File: config.mk
export PLATFORM = sky130hd
export DESIGN_NAME = truth_table_sweeper_flat
export DESIGN_NICKNAME = d
export VERILOG_FILES = /design/src/rtl/truth_table_sweeper_pkg.sv /design/src/rtl/truth_table_sweeper_if.sv /design/src/rtl/truth_table_sweeper_hold_timer.sv /design/src/rtl/truth_table_sweeper.sv /design/src/flat_wrapper.sv
export SDC_FILE = /design/constraint.sdc
export NUM_CORES = 1
export LEC_CHECK = 0
export ABC_AREA = 1
export BUFFER_PORTS_ARGS = -buffer_cell sky130_fd_sc_hd__clkbuf_2
export CAP_MARGIN = 25
export CELL_PAD_IN_SITES_DETAIL_PLACEMENT = 0
export CELL_PAD_IN_SITES_GLOBAL_PLACEMENT = 1
export CORE_MARGIN = 1
export CORE_UTILIZATION = 29
export CTS_CLUSTER_DIAMETER = 40
export DETAILED_ROUTE_END_ITERATION = 8
export GPL_TIMING_DRIVEN = 1
export PLACE_DENSITY = 0.59
export SYNTH_ARGS = -nofsm -noshare
export SYNTH_HDL_FRONTEND = slang
export SYNTH_SLANG_ARGS = --single-unit
File: constraint.sdc
create_clock -name clock -period 2.2 [get_ports clock]
set_input_delay 0.22 -clock clock [delete_from_list [all_inputs] [get_ports clock]]
set_output_delay 0.22 -clock clock [all_outputs]
set_load 0.02 [all_outputs]
File: src/rtl/truth_table_sweeper_pkg.sv
// -----------------------------------------------------------------------------
// truth_table_sweeper_pkg
//   Shared definitions for the truth-table sweeper: vector count/width, the
//   FSM state encoding and a lowest-set-bit helper used to locate the first
//   mismatching truth-table entry.
// -----------------------------------------------------------------------------
package truth_table_sweeper_pkg;

    localparam int NUM_VECTORS = 8;
    localparam int VEC_W       = 3;

    typedef enum logic [1:0] {
        ST_IDLE  = 2'd0,
        ST_DRIVE = 2'd1,
        ST_DONE  = 2'd2
    } sweep_state_e;

    // Index of the lowest set bit of v; 0 when v is all zero.
    function automatic logic [VEC_W-1:0] lowest_set(input logic [NUM_VECTORS-1:0] v);
        logic [VEC_W-1:0] r;
        r = '0;
        for (int i = NUM_VECTORS - 1; i >= 0; i--) begin
            if (v[i]) r = VEC_W'(i);
        end
        return r;
    endfunction

endpackage

File: src/rtl/truth_table_sweeper_if.sv
// -----------------------------------------------------------------------------
// truth_table_sweeper_if
//   Bundles the sweep request, the blackbox stimulus/response pins and the
//   result signals of the truth-table sweeper.
//
//   Handshake: start is a one-cycle request. It is accepted on any rising
//   clock edge where the sweeper is not busy (state IDLE or DONE); while busy
//   is high start is ignored, so a held start is taken exactly once. expected
//   must stay stable from the accepted start until done rises.
//
//   slave  : the sweeper (takes start/expected/a, drives z,k,r and results)
//   master : the requester / blackbox side
//   state  : debug view of the sweeper FSM
// -----------------------------------------------------------------------------
interface truth_table_sweeper_if;
    import truth_table_sweeper_pkg::*;

    logic                   start;
    logic [NUM_VECTORS-1:0] expected;
    logic                   a;
    logic                   z;
    logic                   k;
    logic                   r;
    logic [NUM_VECTORS-1:0] table_q;
    logic                   busy;
    logic                   done;
    logic                   pass;
    logic [VEC_W-1:0]       first_bad;
    sweep_state_e           state;

    modport slave (
        input  start, expected, a,
        output z, k, r, table_q, busy, done, pass, first_bad, state
    );

    modport master (
        output start, expected, a,
        input  z, k, r, table_q, busy, done, pass, first_bad, state
    );

endinterface

File: src/rtl/truth_table_sweeper_hold_timer.sv
// -----------------------------------------------------------------------------
// hold_timer
//   Counts the clocks a vector has been held. expire is high on the clock
//   where the count has reached HOLD_CYCLES-1 while enabled; the counter
//   wraps to 0 on that same edge so the next vector starts a fresh hold.
//
//   clock  : rising-edge clock
//   reset  : asynchronous active-high reset
//   clear  : synchronous clear of the hold count (start of a sweep)
//   enable : count this clock
//   expire : last clock of the current hold
// -----------------------------------------------------------------------------
module hold_timer #(
    parameter int HOLD_CYCLES = 10,
    parameter int HOLD_W      = 8
) (
    input  logic clock,
    input  logic reset,
    input  logic clear,
    input  logic enable,
    output logic expire
);

    logic [HOLD_W-1:0] hold_q;

    assign expire = enable && (hold_q == HOLD_W'(HOLD_CYCLES - 1));

    always_ff @(posedge clock or posedge reset) begin
        if (reset) begin
            hold_q <= '0;
        end else if (clear) begin
            hold_q <= '0;
        end else if (enable) begin
            hold_q <= expire ? '0 : hold_q + HOLD_W'(1);
        end
    end

endmodule

File: src/rtl/truth_table_sweeper.sv
// -----------------------------------------------------------------------------
// truth_table_sweeper
//   Drives all eight {z,k,r} combinations into a 3-input blackbox in binary
//   order, holding each for HOLD_CYCLES clocks and sampling a on the last
//   clock of the hold. The samples build an 8-bit truth table that is compared
//   against bus.expected when the sweep finishes.
//
//   clock : rising-edge clock
//   reset : asynchronous active-high reset
//   bus   : start/expected/a in; z,k,r, table_q, busy, done, pass,
//           first_bad and debug state out
// -----------------------------------------------------------------------------
module truth_table_sweeper
    import truth_table_sweeper_pkg::*;
#(
    parameter int HOLD_CYCLES = 10,
    parameter int HOLD_W      = 8
) (
    input  logic                 clock,
    input  logic                 reset,
    truth_table_sweeper_if.slave bus
);

    sweep_state_e           state_q, state_d;
    logic [VEC_W-1:0]       idx_q, idx_d;
    logic [NUM_VECTORS-1:0] table_r, table_d;
    logic                   pass_r, pass_d;
    logic [VEC_W-1:0]       first_bad_r, first_bad_d;
    logic [NUM_VECTORS-1:0] captured;
    logic                   timer_clear;
    logic                   timer_en;
    logic                   expire;

    hold_timer #(
        .HOLD_CYCLES (HOLD_CYCLES),
        .HOLD_W      (HOLD_W)
    ) u_hold_timer (
        .clock  (clock),
        .reset  (reset),
        .clear  (timer_clear),
        .enable (timer_en),
        .expire (expire)
    );

    // Table as it will be after this edge's sample; used so pass/first_bad on
    // the DONE entry edge already include bit 7.
    always_comb begin
        captured         = table_r;
        captured[idx_q]  = bus.a;
    end

    always_comb begin
        state_d     = state_q;
        idx_d       = idx_q;
        table_d     = table_r;
        pass_d      = pass_r;
        first_bad_d = first_bad_r;
        timer_clear = 1'b0;
        timer_en    = 1'b0;

        case (state_q)
            ST_IDLE, ST_DONE: begin
                if (bus.start) begin
                    state_d     = ST_DRIVE;
                    idx_d       = '0;
                    table_d     = '0;
                    pass_d      = 1'b0;
                    first_bad_d = '0;
                    timer_clear = 1'b1;
                end
            end
            ST_DRIVE: begin
                timer_en = 1'b1;
                if (expire) begin
                    table_d = captured;
                    if (idx_q == VEC_W'(NUM_VECTORS - 1)) begin
                        state_d     = ST_DONE;
                        // idx returns home so z,k,r read 000 while done.
                        idx_d       = '0;
                        pass_d      = (captured == bus.expected);
                        first_bad_d = lowest_set(captured ^ bus.expected);
                    end else begin
                        idx_d = idx_q + VEC_W'(1);
                    end
                end
            end
            default: begin
                state_d = ST_IDLE;
            end
        endcase
    end

    always_ff @(posedge clock or posedge reset) begin
        if (reset) begin
            state_q     <= ST_IDLE;
            idx_q       <= '0;
            table_r     <= '0;
            pass_r      <= 1'b0;
            first_bad_r <= '0;
        end else begin
            state_q     <= state_d;
            idx_q       <= idx_d;
            table_r     <= table_d;
            pass_r      <= pass_d;
            first_bad_r <= first_bad_d;
        end
    end

    // The vector pins come straight from the idx register.
    assign bus.z         = idx_q[2];
    assign bus.k         = idx_q[1];
    assign bus.r         = idx_q[0];
    assign bus.table_q   = table_r;
    assign bus.busy      = (state_q == ST_DRIVE);
    assign bus.done      = (state_q == ST_DONE);
    assign bus.pass      = pass_r;
    assign bus.first_bad = first_bad_r;
    assign bus.state     = state_q;

endmodule

File: src/flat_wrapper.sv
// flat-port wrapper written by rule: the top's interface ports become plain ports
module truth_table_sweeper_flat import truth_table_sweeper_pkg::*;
#(
    parameter int HOLD_CYCLES = 10,
    parameter int HOLD_W      = 8
)
  (clock, reset, bus_start, bus_expected, bus_a, bus_z, bus_k, bus_r, bus_table_q, bus_busy, bus_done, bus_pass, bus_first_bad, bus_state);
  truth_table_sweeper_if bus_i ();
  input  logic clock;
  input  logic reset;
  input wire logic [$bits(bus_i.start)-1:0] bus_start;
  input wire logic [$bits(bus_i.expected)-1:0] bus_expected;
  input wire logic [$bits(bus_i.a)-1:0] bus_a;
  output wire logic [$bits(bus_i.z)-1:0] bus_z;
  output wire logic [$bits(bus_i.k)-1:0] bus_k;
  output wire logic [$bits(bus_i.r)-1:0] bus_r;
  output wire logic [$bits(bus_i.table_q)-1:0] bus_table_q;
  output wire logic [$bits(bus_i.busy)-1:0] bus_busy;
  output wire logic [$bits(bus_i.done)-1:0] bus_done;
  output wire logic [$bits(bus_i.pass)-1:0] bus_pass;
  output wire logic [$bits(bus_i.first_bad)-1:0] bus_first_bad;
  output wire logic [$bits(bus_i.state)-1:0] bus_state;
  assign bus_i.start = bus_start;
  assign bus_i.expected = bus_expected;
  assign bus_i.a = bus_a;
  assign bus_z = bus_i.z;
  assign bus_k = bus_i.k;
  assign bus_r = bus_i.r;
  assign bus_table_q = bus_i.table_q;
  assign bus_busy = bus_i.busy;
  assign bus_done = bus_i.done;
  assign bus_pass = bus_i.pass;
  assign bus_first_bad = bus_i.first_bad;
  assign bus_state = bus_i.state;
  truth_table_sweeper #(.HOLD_CYCLES(HOLD_CYCLES), .HOLD_W(HOLD_W)) u_core (.clock(clock), .reset(reset), .bus(bus_i));
endmodule
==> Yosys cells after proc, flatten, opt, wreduce, memory -nomap -nowiden <==
Cells that the tools add are included.
{ "totals": {"register_bits": 25, "in_bits": 12} }
{ "classes": {"add_sub_neg": 2, "n_lt_le_gt_ge": 2, "n_eq_ne": 8, "mux": 35, "bitwise": 1, "n_reduce_logical": 9} }
{ "op_table": {"columns": ["cell", "count"], "rows": [
  ["$mux 8", 5],
  ["$mux 3", 13],
  ["$pmux 8 s2", 1],
  ["$pmux 3 s2", 2],
  ["$add 8x1->8 const B", 1],
  ["$bwmux 8", 1],
  ["$eq 8x4->1 const B", 1],
  ["$eq 8x8->1", 1],
  ["$xor 8x8->8", 1],
  ["$mux 1", 7],
  ["$mux 2", 3],
  ["$reduce_and 3->1", 2],
  ["$lt 3x4->1 const B", 1],
  ["$ne 2x1->1 const B", 2],
  ["$pmux 2 s2", 1],
  ["$reduce_and 4->1", 1],
  ["$reduce_bool 2->1", 2],
  ["$add 3x1->3 const B", 1],
  ["$demux 1 s3", 1],
  ["$eq 3x3->1 const B", 1],
  ["$ge 3x1->1 const B", 1],
  ["$eq 2x1->1 const B", 1],
  ["$eq 2x2->1 const B", 1],
  ["$logic_and 1x1->1", 2],
  ["other kinds (4)", 4]
]} }

==> Depth between registers and ports, before layout <==
Gate-level depths: netlist of the first run.
{ "depth": {"word_depth": 17, "depth_mapped": 14, "ltp_nobuf": 13} }

==> By module <==
From an unflattened synthesis of the first run, not the netlist that was laid out.
{ "hier_totals": {"cells_unflattened": 228, "area_unflattened_um2": 1656.6} }
{ "by_module_without_submodules": {"columns": ["mod", "instances", "cells_each", "area_each_um2", "seq_area_each_um2"], "rows": [
  ["truth_table_sweeper", 1, 148, 1118.6, 425.4],
  ["hold_timer", 1, 80, 538.0, 200.2]
]} }

==> Worst setup path before layout of the first run <==
No wires, ideal clock.
{ "synth_timing": {"kind": "register to register", "start": "reg u_core.state_q[0] (netlist: u_core.bus.state[0])", "end": "reg u_core.first_bad_r[2] (netlist: u_core.bus.first_bad[2])", "setup_ps": 65, "arrival_ps": 1457, "t_required_ps": 2135, "slack_ps": 678, "stages_incl_launch_ff": 8, "n_path_buf": 1, "path_cell_list": "dfrtp_1 inv_2 nor2_4 clkbuf_1 nand3_1 clkinv_1 nand3b_1 nand2_1"} }
{ "synth_between": {"elab_chain_cells": 5, "elab_cells_between_ends": 12, "classes_between": "5 x eq/ne; 2 x mux; 5 x reduce/logical"} }
{ "synth_rtl": {"columns": ["item", "line_no", "text"], "rows": [
  ["from (decl)", "truth_table_sweeper.sv:24", "sweep_state_e state_q, state_d;"],
  ["from (signal assigned)", "truth_table_sweeper.sv:101", "state_q <= state_d;"],
  ["$eq 2x1->1 *", null, null],
  ["named net bus_busy", "flat_wrapper.sv:18", "output wire logic [$bits(bus_i.busy)-1:0] bus_busy;"],
  ["$mux 1", "truth_table_sweeper.sv:61", "case (state_q)"],
  ["$logic_and 1x1->1", "truth_table_sweeper_hold_timer.sv:26", "assign expire = enable && (hold_q == HOLD_W'(HOLD_CYCLES - 1));"],
  ["$ne 2x1->1 (no line)", null, null],
  ["$reduce_and 4->1 (no line)", null, null],
  ["to (signal assigned)", "truth_table_sweeper.sv:105", "first_bad_r <= first_bad_d;"],
  ["to (decl)", "truth_table_sweeper.sv:28", "logic [VEC_W-1:0] first_bad_r, first_bad_d;"]
]} }
The timed path passes the listed nets; every way through them passes the cells marked *.
A chain may end at the register's enable or synchronous reset.

==> Final worst setup path of the first run <==
{ "layout_timing": {"start": "reg u_core.idx_q[1]", "end": "reg u_core.pass_r (netlist: u_core.bus.pass)"} }
{ "layout_between": {"elab_chain_cells": 9, "elab_cells_between_ends": 13, "classes_between": "2 x order compare; 3 x eq/ne; 6 x mux; 2 x reduce/logical"} }
{ "layout_rtl": {"columns": ["item", "line_no", "text"], "rows": [
  ["from (decl)", "truth_table_sweeper.sv:25", "logic [VEC_W-1:0] idx_q, idx_d;"],
  ["from (signal assigned)", "truth_table_sweeper.sv:102", "idx_q <= idx_d;"],
  ["$lt 3x4->1 (not written as such) / $ge 3x1->1 (equally long branches)", "truth_table_sweeper.sv:49", "captured[idx_q] = bus.a;"],
  ["$logic_and 1x1->1 (not written as such)", "truth_table_sweeper.sv:49", null],
  ["$mux 1 (not written as such)", "truth_table_sweeper.sv:49", null],
  ["$demux 1 s3", null, null],
  ["$bwmux 8", "truth_table_sweeper.sv:49", null],
  ["$eq 8x8->1", "truth_table_sweeper.sv:80", "pass_d = (captured == bus.expected);"],
  ["$mux 1", "truth_table_sweeper.sv:76", "if (idx_q == VEC_W'(NUM_VECTORS - 1)) begin"],
  ["$mux 1", "truth_table_sweeper.sv:74", "if (expire) begin"],
  ["$pmux 1 s2", "truth_table_sweeper.sv:61", null],
  ["to (signal assigned)", "truth_table_sweeper.sv:104", "pass_r <= pass_d;"],
  ["to (decl)", "truth_table_sweeper.sv:27", "logic pass_r, pass_d;"]
]} }
Several ways; a longest one is shown, not always the timed one. The select of a mux whose other input is x is not followed.

==> results of run 1 <==
## synth_stat cells (all sizes together)
| cell | instances | share of area |
|---|---|---|
| o21ai | 13 | 0.049 |
| xnor2 | 5 | 0.036 |
| clkbuf | 1 | 0.0023 |
| inv | 22 | 0.054 |
| dfrtp | 25 | 0.39 |
| nand3b | 2 | 0.0092 |
| nor3 | 2 | 0.0092 |
| nand3 | 34 | 0.13 |
| nand2 | 55 | 0.14 |
| ha | 4 | 0.031 |
| nand4 | 8 | 0.035 |
| nor2 | 9 | 0.036 |
| o22ai | 8 | 0.031 |
| buf | 4 | 0.024 |
| clkinv | 2 | 0.0046 |
| and2 | 1 | 0.0039 |
| xor2 | 4 | 0.022 |
## how the worst max path moves through the flow
stage                                   start                 endpoint  depth (start not counted)  slack, ns
after global routing          u_core.idx_q[2]          u_core.bus.pass                          9       0.23
after global placement        u_core.idx_q[1]  u_core.bus.first_bad[1]                          8       0.40
after floorplan           u_core.bus.state[0]  u_core.bus.first_bad[2]                          7       0.68
after detailed placement      u_core.idx_q[1]          u_core.bus.pass                          8       0.42
after CTS                     u_core.idx_q[1]          u_core.bus.pass                          8       0.39
final                         u_core.idx_q[1]          u_core.bus.pass                          8       0.42
## timing repair
action	CTS	global route
hold buffers	1	0
buffers inserted	0	0
endpoints found under the hold margin	25	0
setup endpoints to repair	0	0
## state kept, by name, indices dropped and copies added (netlist names)
signal and flops:
u_core.bus.first_bad 3, u_core.bus.pass 1, u_core.bus.state 2, u_core.bus.table_q 8
u_core.idx_q 3, u_core.u_hold_timer.hold_q 8
## worst max-delay path: cells and delay by family (launching register included)
| family | cells | cell delay [ns] |
|---|---|---|
| buf+inv | 1 | 0.09 |
| fa+ha+maj | 2 | 0.48 |
| simple gates | 5 | 0.53 |
| flops | 1 | 0.58 |
## area by class of cell
type,count,share of cell area
repair buffers,36,0.1034
clock inverters,1,0.002618
multi-input cells,145,0.4496
flip-flops and latches,25,0.3272
well taps,70,0.04581
clock buffers,3,0.02160
inverters,24,0.04974
## routing by layer
metal  global-route usage  up-vias
met4              0.04808        0
met2               0.2429       24
met1               0.1909      661
met5                    0        -
met3              0.02143        4
li1                     -      735
## power by group
group          leakage [nW]  internal, mW  switching [mW]
combinational         0.583         0.487           0.930
clock                0.0255         0.127           0.160
sequential            0.332         0.605           0.195
total                 0.941          1.22            1.28
## per-stage QoR
stage | cells | power, mW | instance area, sq um | hold WS, ns
3_3_place_gp | 299 | 2.249 | 1856 | 0.2782
6_report | 304 | 2.504 | 1912 | 0.2488
2_1_floorplan | 199 | 1.841 | 1623 | 0.2473
3_5_place_dp | 299 | 2.238 | 1856 | 0.2823
4_1_cts | 304 | 2.536 | 1912 | 0.2469
5_1_grt | 304 | 2.733 | 1912 | 0.2605
## cell families after synthesis
kind of cell	Yosys count	synth area share
buffers and inverters	29	0.08480
AOI/OAI and AO/OA	21	0.08019
adders and majority gates	4	0.03084
xor gates and xnor gates	9	0.05783
and+or+nand+nor	111	0.3608
DFF	25	0.3855
==> results.toml, run 1 <==
[status]
status = "finished clean"

[floorplan]
core_area_sq_um = 5238
fp-row-count = 26
die_w_um = 76.81
start_util = 0.3098
die_y_um = 76.81
ios = 31
die-area_sq_um = 5899

[cells_and_area]
nets = 251
final_common_cell = "nand2_1"
drive_above_1_share = 0.3120
seqCellArea_sq_um = 625.6
multi_input_area_sq_um = 859.6
finalCoreUtilization = 0.3650
antennaDiodeCount = 0
final_cell_mix = "48 x nand2_1, 30 x clkbuf_2, 27 x nand3_1, 25 x dfrtp_1, 12 x inv_1"
syn_to_final_growth_pct = 17.81
n_fill_cell = 563

[place]
gp_congestion = 0.7737
dp_hpwl_um = 3032
port_buffers = 30
place_ws_ns = 0.4215

[timing]
fin_crit_ns = 1.779
fin_skew_ns = 0.001879
fmax_mhz = 562.3
setup-tns-final_ns = 0
final_max_slew_viol_count = 0
slew_headroom = 0.6396
layout_setup_ws_ns = 0.4214
tightest_slew_ns = 0.5405
finalCritPeriodShare = 0.8084
rsz0062_at_grt = "no"
hold_viol_final = 0
setup_viol = 0

[detailed_routing]
wl_met3_um = 122
drt_iter0_markers = 61
wl_met2_um = 1903
wl_met1_um = 1984
dr.pass1.iters = 4
post-route-drc-count = 0
route.vias.total = 1424
dr.max_layer_used = "met4"
vias_per_cell = 4.684
wire_per_inst_um = 13.34
wirelength_um = 4056
ant_nets = 0

[clock_network]
clk_latency_ns = 0.27
cts.path.max_buffers = 2
cts_resized = 0
clkSlewWorstSetupHoldPaths_ns = 0.10
cts_buffers = 3
root_buffer = "clkbuf_8"
cts_tree = "done"
h-tree-depth = 1
cts.sinks = 25

[critical_path]
path_class = "reg2reg"
r2r_end = "u_core.bus.pass"
worstRegToRegCells = 8
worstPathRequired_ns = 2.37
ff2ff_setup_slack_ns = 0.42
crit_path_cell_trace = "ha_1, ha_1, nor2_1, nor2_4, nand3_1, clkinv_1, nand3_1, nand2_1"
r2r_start = "u_core.idx_q[1]"
crit_fanout = 12
start_kind = "flip-flop"
worst_setup_path_end_kind = "flip-flop"
crit_path_max_incr_delay_ns = 0.58
cp_slowest_cell = "dfrtp_1"
worstPathArrival_ns = 1.95

[global_route]
grt_pass1_vias = 1394
overflow = 0
antenna_found_initial = 0
grt_pass1_wl_um = 6734
grt_start_max_net_pins = 26
grt_usage = 0.1455

[synthesis]
yosysSeqAreaShare = 0.3855
yosys_warnings = 0
synth-seq-cells = 25
syn_nets = 215
ys_types = 31
syn_inst = 199
synth_area_sq_um = 1623
syn_area_per_cell_sq_um = 8.155

[min_path]
hold_path_depth = 4
hold_end = "u_core.bus.state[1]"
hp-class = "in2reg"
min_from = "bus_start"

[run]
drv_cap = 0

[power]
powerDensity_nw_per_um2 = 1310
vdd_ir_drop_max_mv = 0.4853
p_leak_nw = 0.9406
Power figures use the tool's default switching activity.
==> run 2, diff against run 1 <==
- clock period: 2.2 -> 1.82 ns (I/O delays scaled with it)
==> results.toml, run 2 (same netlist as run 1, synthesis figures left out) <==
[detailed_routing]
wire_per_inst_um = 13.19
wirelength_um = 4062
ant_nets = 0
vias_per_cell = 4.662
drt_iter0_markers = 39
dr.pass1.iters = 4
post-route-drc-count = 0
route.vias.total = 1436

[global_route]
grt_use_met2 = 0.2509
busiest_layer = "met2"
overflow = 0
grt_usage = 0.1455
met1_usage = 0.1908
grtUsageMet3 = 0.02976
antenna_found_initial = 0
grt_pass1_wl_um = 6824
grt_pass1_vias = 1408
grt_start_max_net_pins = 26

[power]
powerDensity_nw_per_um2 = 1593
p_sw_frac = 0.5044
p_leak_nw = 0.9638
p_sw_mw = 1.568
combPwrFrac = 0.592
p_seq_frac = 0.296
vdd_ir_drop_max_mv = 0.7072
total_power_mw = 3.108
p_clk_frac = 0.112
p_int_mw = 1.541

[clock_network]
cts_buffers = 3
cts.path.max_buffers = 2
h-tree-depth = 1
root_buffer = "clkbuf_8"
cts.sinks = 25
clk_latency_ns = 0.27
cts_setup_buffers = 0
cts_tree = "done"
clkSlewWorstSetupHoldPaths_ns = 0.10

[timing]
final_max_slew_viol_count = 0
hold_ws_ns = 0.1959
setup_viol = 0
fin_skew_ns = 0.003977
tightest_slew_ns = 0.3571
setup-tns-final_ns = 0
fmax_mhz = 609.3
slew_headroom = 0.7619
fin_crit_ns = 1.641
finalCritPeriodShare = 0.9018
hold_viol_final = 0
rsz0062_at_grt = "no"

[critical_path]
crit_fanout = 4
crit_start = "u_core.idx_q[0]"
worstPathRequired_ns = 1.99
path_class = "reg2reg"
crit_path_cell_trace = "ha_1, ha_1, nor2_1, nor2_4, nand3_1, clkinv_1, nand3_1, nand2_1"
worst_setup_path_end_kind = "flip-flop"
cp_slowest_cell = "dfrtp_1"
worstPathArrival_ns = 1.81
crit_path_max_incr_delay_ns = 0.47
ff2ff_setup_slack_ns = 0.18
start_kind = "flip-flop"
r2r_start = "u_core.idx_q[0]"

[cells_and_area]
nets = 255
seqCellArea_sq_um = 626.9
antennaDiodeCount = 0
n_fill_cell = 553
syn_to_final_growth_pct = 20.20
fin_area_sq_um = 1951
finalCoreUtilization = 0.3724
final_common_cell = "nand2_1"
multi_input_area_sq_um = 867.1
final_cell_mix = "48 x nand2_1, 30 x clkbuf_2, 27 x nand3_1, 24 x dfrtp_1, 12 x inv_1"
drive_above_1_share = 0.3319

[floorplan]
die-area_sq_um = 5899
ios = 31
start_util = 0.3098
die_y_um = 76.81
die_w_um = 76.81
core_area_sq_um = 5238
fp-row-count = 26

[status]
status = "finished clean"

[place]
port_buffers = 30
gp_congestion = 0.7248
dp_hpwl_um = 3076
dpl_cell_area_sq_um = 1886

[run]
drv_cap = 0

[min_path]
hp-class = "in2reg"
min_from = "bus_start"
run 2: critical path: cells and delay by family, from the launching register on:
| kind | cells | cell delay [ns] |
|---|---|---|
| flip-flops | 1 | 0.47 |
| AND/OR/NAND/NOR | 5 | 0.56 |
| buffers and inverters | 1 | 0.08 |
| adder cells (fa/ha/maj) | 2 | 0.44 |
run 2: layer usage:
| layer | vias up | routed length (um) |
|---|---|---|
| met5 | - | 0 |
| met4 | 0 | 16 |
| met3 | 2 | 123 |
| met2 | 26 | 1939 |
| met1 | 668 | 1982 |
| li1 | 740 | - |
run 2: cell type report:
| type | count | share of cell area |
|---|---|---|
| clock inverter | 1 | 0.002566 |
| multi-input combinational | 145 | 0.4445 |
| inverter | 24 | 0.04875 |
| sequential | 25 | 0.3214 |
| clock buffer | 3 | 0.02117 |
| tap | 70 | 0.04490 |
| timing repair buffer | 40 | 0.1167 |
run 2: through the flow:
step	std cells	worst slack [ns]
after floorplan	199	0.2976
after detailed placement	303	0.1114
final	308	0.1787
after global placement	303	0.1227
after global routing	308	0.02429
after CTS	308	0.09120
run 2: repair_timing:
action / in CTS / in global routing
endpoints found under the hold margin: 25 / 0
hold buffers: 1 / 0
setup endpoints to repair: 0 / 3
gates resized for setup: 0 / 2
run 2: path summary, 6_finish.rpt:
kind	to	cells past startpoint
setup / recovery	u_core.bus.pass	8
hold / removal	u_core.bus.state[1]	4
setup reg to reg	u_core.bus.pass	8
hold reg to reg	u_core.bus.first_bad[1]	2
max in group asynchronous	u_core.idx_q[2]	4
min in group asynchronous	u_core.u_hold_timer.hold_q[6]	4
run 2: power groups by stage:
stage	registers [mW]	clock network (mW)	logic [mW]
floorplan	1.03	0	1.20
global placement	0.932	0	1.85
detailed placement	0.930	0	1.84
CTS	0.920	0.371	1.85
global route	0.947	0.383	2.05
finish	0.919	0.347	1.84
